$ cat config.mk
export PLATFORM = sky130hd
export DESIGN_NAME = alu_pipe
export DESIGN_NICKNAME = d
export VERILOG_FILES = /design/src/rtl/alu_pipe.sv
export SDC_FILE = /design/constraint.sdc
export NUM_CORES = 1
export LEC_CHECK = 0
export BUFFER_PORTS_ARGS = -buffer_cell sky130_fd_sc_hd__buf_4
export CORE_MARGIN = 1
export CORE_UTILIZATION = 36
export DETAILED_ROUTE_END_ITERATION = 10
export GPL_ROUTABILITY_DRIVEN = 0
export SETUP_SLACK_MARGIN = 0.02
export SLEW_MARGIN = 20
export SYNTH_ARGS = -nofsm -noshare
export SYNTH_HDL_FRONTEND = slang
export SYNTH_SLANG_ARGS = --single-unit
export TNS_END_PERCENT = 5
$ cat constraint.sdc
create_clock -name clk -period 3.5 [get_ports clk]
set_input_delay 0.7 -clock clk [delete_from_list [all_inputs] [get_ports clk]]
set_output_delay 0.7 -clock clk [all_outputs]
set_load 0.01 [all_outputs]
$ cat src/rtl/alu_pipe.sv
// alu_pipe: registered ALU with valid/ready handshakes on both sides, NZCV flags,
// and an iterative shift-add multiply on opcode 7.
module alu_pipe #(
    parameter int WIDTH  = 12,
    parameter int MUL_EN = 1
) (
    input  logic             clk,
    input  logic             rst,
    input  logic             in_valid,
    output logic             in_ready,
    input  logic [2:0]       opcode,
    input  logic [WIDTH-1:0] op1,
    input  logic [WIDTH-1:0] op2,
    output logic             out_valid,
    input  logic             out_ready,
    output logic [WIDTH-1:0] result,
    output logic [3:0]       flags
);

    localparam int                CW          = $clog2(WIDTH + 1);
    localparam logic [CW-1:0]     LAST_STEP   = CW'(WIDTH);
    localparam logic [WIDTH-1:0]  SHIFT_LIMIT = WIDTH'(WIDTH);

    typedef enum logic [1:0] {
        IDLE,
        MUL,
        DONE
    } state_t;

    state_t             r_state;
    state_t             w_next_state;

    logic               w_accept;
    logic               w_start_mul;
    logic               w_mul_done;

    logic [WIDTH:0]     w_sum;
    logic [WIDTH:0]     w_diff;
    logic [WIDTH-1:0]   w_alu_res;
    logic               w_alu_c;
    logic               w_alu_v;

    logic [2*WIDTH-1:0] r_acc;
    logic [2*WIDTH-1:0] r_mcand;
    logic [WIDTH-1:0]   r_mplier;
    logic [CW-1:0]      r_cnt;

    logic [WIDTH-1:0]   r_result;
    logic [3:0]         r_flags;

    function automatic logic [3:0] make_flags(input logic [WIDTH-1:0] res,
                                              input logic c,
                                              input logic v);
        return {res[WIDTH-1], (res == '0), c, v};
    endfunction

    assign w_accept    = in_valid & in_ready;
    assign w_start_mul = (MUL_EN != 0) && (opcode == 3'd7);
    assign w_mul_done  = (r_cnt == LAST_STEP);

    assign w_sum  = {1'b0, op1} + {1'b0, op2};
    assign w_diff = {1'b0, op1} - {1'b0, op2};

    always_ff @(posedge clk or posedge rst) begin
        if (rst) begin
            r_state <= IDLE;
        end else begin
            r_state <= w_next_state;
        end
    end

    // A DONE state can hand off its result and take a new bundle in the same cycle.
    always_comb begin
        w_next_state = r_state;
        case (r_state)
            IDLE: begin
                if (w_accept) begin
                    w_next_state = w_start_mul ? MUL : DONE;
                end
            end
            MUL: begin
                if (w_mul_done) begin
                    w_next_state = DONE;
                end
            end
            DONE: begin
                if (w_accept) begin
                    w_next_state = w_start_mul ? MUL : DONE;
                end else if (out_ready) begin
                    w_next_state = IDLE;
                end
            end
            default: begin
                w_next_state = IDLE;
            end
        endcase
    end

    always_comb begin
        in_ready  = (r_state == IDLE) || ((r_state == DONE) && out_ready);
        out_valid = (r_state == DONE);
        result    = r_result;
        flags     = r_flags;
    end

    always_comb begin
        w_alu_res = '0;
        w_alu_c   = 1'b0;
        w_alu_v   = 1'b0;
        case (opcode)
            3'd0: begin
                w_alu_res = w_sum[WIDTH-1:0];
                w_alu_c   = w_sum[WIDTH];
                w_alu_v   = (op1[WIDTH-1] == op2[WIDTH-1]) &&
                            (w_sum[WIDTH-1] != op1[WIDTH-1]);
            end
            3'd1: begin
                w_alu_res = w_diff[WIDTH-1:0];
                w_alu_c   = ~w_diff[WIDTH];
                w_alu_v   = (op1[WIDTH-1] != op2[WIDTH-1]) &&
                            (w_diff[WIDTH-1] != op1[WIDTH-1]);
            end
            3'd2: w_alu_res = op1 & op2;
            3'd3: w_alu_res = op1 | op2;
            3'd4: w_alu_res = op1 ^ op2;
            3'd5: w_alu_res = (op2 >= SHIFT_LIMIT) ? '0 : (op1 << op2);
            3'd6: w_alu_res = (op2 >= SHIFT_LIMIT) ? '0 : (op1 >> op2);
            default: w_alu_res = '0;
        endcase
    end

    // Multiply runs WIDTH shift-add steps, then spends one more cycle registering the product.
    always_ff @(posedge clk or posedge rst) begin
        if (rst) begin
            r_acc    <= '0;
            r_mcand  <= '0;
            r_mplier <= '0;
            r_cnt    <= '0;
            r_result <= '0;
            r_flags  <= '0;
        end else if (w_accept) begin
            if (w_start_mul) begin
                r_mcand  <= {{WIDTH{1'b0}}, op1};
                r_mplier <= op2;
                r_acc    <= '0;
                r_cnt    <= '0;
            end else begin
                r_result <= w_alu_res;
                r_flags  <= make_flags(w_alu_res, w_alu_c, w_alu_v);
            end
        end else if (r_state == MUL) begin
            if (w_mul_done) begin
                r_result <= r_acc[WIDTH-1:0];
                r_flags  <= make_flags(r_acc[WIDTH-1:0], |r_acc[2*WIDTH-1:WIDTH], 1'b0);
            end else begin
                if (r_mplier[0]) begin
                    r_acc <= r_acc + r_mcand;
                end
                r_mcand  <= r_mcand << 1;
                r_mplier <= r_mplier >> 1;
                r_cnt    <= r_cnt + CW'(1);
            end
        end
    end

endmodule
==> impl_summary.log <==
[metrics] detailed placement HPWL: 16.5 mm
[metrics] overall routed net length: ~22 mm
[metrics] shortest period the worst path allows: 3.35 ns
[metrics] number of clock sinks: between 80 and 90
[metrics] effective utilization at floorplan: 0.369
[metrics] pin count of the biggest net entering global routing: 47
[metrics] average footprint of a synthesized cell: between 8 and 9 um^2
[metrics] total core area: ~20000 um^2
[metrics] clock latency reported for the late side of the worst-skew pair: 0.35 ns
[metrics] cells resized by post-CTS repair: 0
[metrics] Worst Path Max Fanout: 2
[metrics] depth of the most critical reg-to-reg path: 12
[metrics] library cell appearing most often on the critical path: inv_1
[metrics] Netlist Area Pre-Place: between 7000 and 8000 um^2
[metrics] type of the worst min-delay path: input port to async pin
[metrics] CTS clk-pin slew, worst paths: ~0.06 ns
[metrics] number of enable-type register cells in the synthesized netlist: 0
[metrics] last element of the critical path: flags[2]
[metrics] Die X: between 100 and 150 um
[metrics] Yosys top cell area share: 0.281
[metrics] average routed wire per standard cell: between 15 and 20 um
[metrics] launch instance of the worst register-to-register path: r_acc[0]
[metrics] count of non-filler cells in the finished layout: around 1200
[metrics] vias in the first global route: ~6600
[metrics] fraction of layout instances using a drive strength above 1: 0.185
[metrics] maximum achievable frequency: 298 MHz
[metrics] final clock skew: approximately 0.012 ns
[metrics] Area Growth Syn to Fin: 18.7%
[metrics] DRT iter0 DRCs: 540
[metrics] buffers inserted by post-CTS timing repair: 0
[metrics] number of pins with negative max-slew slack in the final report: 0
[metrics] Antenna Violating Nets Remaining: 0
[metrics] routed vias: 6784
[metrics] required time reported for the critical path endpoint: 3.78 ns
[metrics] Die Ht: between 100 and 150 um
[metrics] cell count after placement: between 1000 and 1500
[metrics] final core area utilization: 0.439
[metrics] full die area: slightly above 20000 um^2
[metrics] FP Rows: 51
[metrics] buffers from clock root to sink, at most: 2
[metrics] Slowest Stage Delay on Critical Path: about 0.43 ns
[metrics] net count of the mapped netlist: between 900 and 1000
[metrics] leakage component of the power: about 3.9 nW
[metrics] total number of nets in the final design: slightly above 1000
[metrics] number of vias per cell: about 5.6
[metrics] arrival time of data at the critical path endpoint: roughly 3.6 ns
[metrics] total number of yosys warnings: 0
[metrics] smallest hold slack: 0.430 ns
[metrics] Crit Path Class: input port to flop
[metrics] Hold-fix buffers, CTS: 0
[metrics] post-synthesis cell type count: 70
[metrics] number of input and output port buffers inserted: between 40 and 50
[metrics] CP Launch Point: op1[0]
[metrics] power per cell area: approximately 560 nW/um^2
[metrics] peak supply drop: between 0.3 and 0.4 mV
[metrics] status: completed
[metrics] GRT overflow: 0
[metrics] post-synthesis register bit count: between 80 and 90
[metrics] most area-consuming cells after synthesis: dfrtp_1, ha_1, o21ai_0, nand2_1, mux2i_1
[metrics] Reg2Reg Capture Point: r_acc[22]
[metrics] relative slew slack: 0.408
[metrics] slew of the pin with the lowest slew margin: roughly 0.9 ns
[metrics] # Max-Cap Violations: 0
[metrics] sequential area share after synthesis: 0.281
[metrics] Worst path slowest cell: or4_4
[metrics] setup repair after global routing missed its margin: true
[metrics] area leader, netlist: dfrtp_1
[metrics] drc violations: 0
[metrics] first-pass GRT wire length: 35.2 mm
[metrics] number of buffers inserted during clock tree synthesis: 9
[metrics] cell-by-cell trace of the critical path: buf_4 -> inv_1 -> ha_2 -> inv_1 -> fa_1 -> or2_2 -> a32oi_2 -> o22ai_1 -> a41o_1 -> nor3b_2 -> nand4b_1 -> or4_4 -> or4_1 -> o21ai_1
[metrics] TritonCTS clock tree: done
[metrics] number of instances in the synthesized netlist: about 860
[metrics] crit path capture type: flop
[metrics] most used flip-flop cell after synthesis: dfrtp_1
[metrics] final worst-path cycle share: 0.958
[metrics] CP Launch Type: input port
[metrics] r2r setup slk: roughly 0.37 ns
[metrics] number of failing hold endpoints at the final stage: 0
[metrics] root buffer selected by CTS: clkbuf_16
[metrics] router iterations before antenna repair: 5
[metrics] # IOs: 49
[metrics] H-tree depth reported by CTS: 3
[metrics] antenna violations before repair: 1
[metrics] total setup violations reported at the end of the flow: 0
[metrics] Global Route Usage Sum: 0.223
[metrics] fraction of registers with async set or reset after synthesis: 1.00
[routing by layer]
layer  track usage  share of wire  up-vias
li1              -              -     3306
met1         0.309           0.47     3229
met2         0.351           0.45      212
met3        0.0397          0.057       37
met4        0.0705          0.024        0
met5             0              0        -
[worst min-delay path by stage]
stage                 startpoint  depth (start not counted)      endpoint
floorplan           r_mplier[10]                          2  r_mplier[10]
global placement     r_mplier[6]                          2   r_mplier[6]
detailed placement     result[9]                          2     result[9]
CTS                          rst                          2     result[8]
global route                 rst                          2     result[8]
finish                       rst                          2     result[8]
[flip-flops by register name, indices dropped and copies added (netlist names)]
| name | count |
|---|---|
| r_cnt | 4 |
| r_mplier | 12 |
| result | 12 |
| r_state | 2 |
| r_mcand | 24 |
| r_acc | 24 |
| flags | 3 |
[cell families after synthesis]
group | after synthesis | synth area share
DFF | 81 | 0.281
AOI/OAI and AO/OA | 266 | 0.234
adders and majority gates | 64 | 0.114
muxes | 55 | 0.109
and+or+nand+nor | 266 | 0.170
xor gates and xnor gates | 29 | 0.0352
buffers and inverters | 102 | 0.0564
[placed cells by master, fill, tap and decap left out, types with 16 or more instances in the layout]
| cell | Yosys | final |
|---|---|---|
| buf_4 | 1 | 121 |
| o21ai_0 | 90 | 88 |
| a211oi_1 | 16 | 16 |
| inv_1 | 49 | 46 |
| nand2_1 | 113 | 113 |
| a21oi_1 | 53 | 52 |
| ha_1 | 61 | 60 |
| dfrtp_1 | 81 | 81 |
| mux2i_1 | 36 | 36 |
| xnor2_1 | 18 | 18 |
| nor2_1 | 61 | 60 |
[stage by stage]
stage	total power, mW	cell area [um^2]	setup TNS [ns]	worst slack (ns)
after floorplan	3.19	7250	0	0.0281
after global placement	3.87	8270	-0.240	-0.187
after detailed placement	3.90	8270	-0.351	-0.222
after CTS	4.83	8550	0	0.117
after global routing	5.21	8560	0	0.00795
final	4.80	8570	0	0.147
[power breakdown]
| group | switching [mW] | total (mW) | internal (mW) |
|---|---|---|---|
| Clock | 0.411 | 0.897 | 0.486 |
| Combinational | 1.20 | 2.23 | 1.03 |
| Sequential | 0.349 | 1.67 | 1.32 |
| Total | 1.96 | 4.80 | 2.84 |
[critical path: cells and delay by family]
family,cells,cell delay [ns]
compound gates,4,0.65
fa+ha+maj,2,0.61
buf+inv,3,0.23
simple gates,5,1.43
[synth_stat cells, types with 6 or more instances]
master,number
a21oi_1,53
mux2i_1,36
o21bai_1,7
o2111ai_1,6
mux4_2,15
ha_1,61
nand3_1,13
a22oi_1,12
or3_1,6
nor2_1,61
o31ai_1,9
nor4_1,10
nand2b_1,10
nor2b_1,8
a211oi_1,16
xor2_1,11
a21o_1,10
o22ai_1,10
inv_1,49
o21ai_0,90
clkbuf_1,43
nor3_1,15
dfrtp_1,81
nand2_1,113
xnor2_1,18
[layout make-up]
cell class | instances | area [um^2]
diodes | 1 | 2.50
clock buffers | 9 | 225
clock inverters | 7 | 55.1
fillers | 1972 | 11000
inverters | 49 | 185
multi-input cells | 680 | 4810
flip-flops and latches | 81 | 2030
well taps | 265 | 332
repair buffers | 122 | 928
Power figures use the tool's default switching activity.
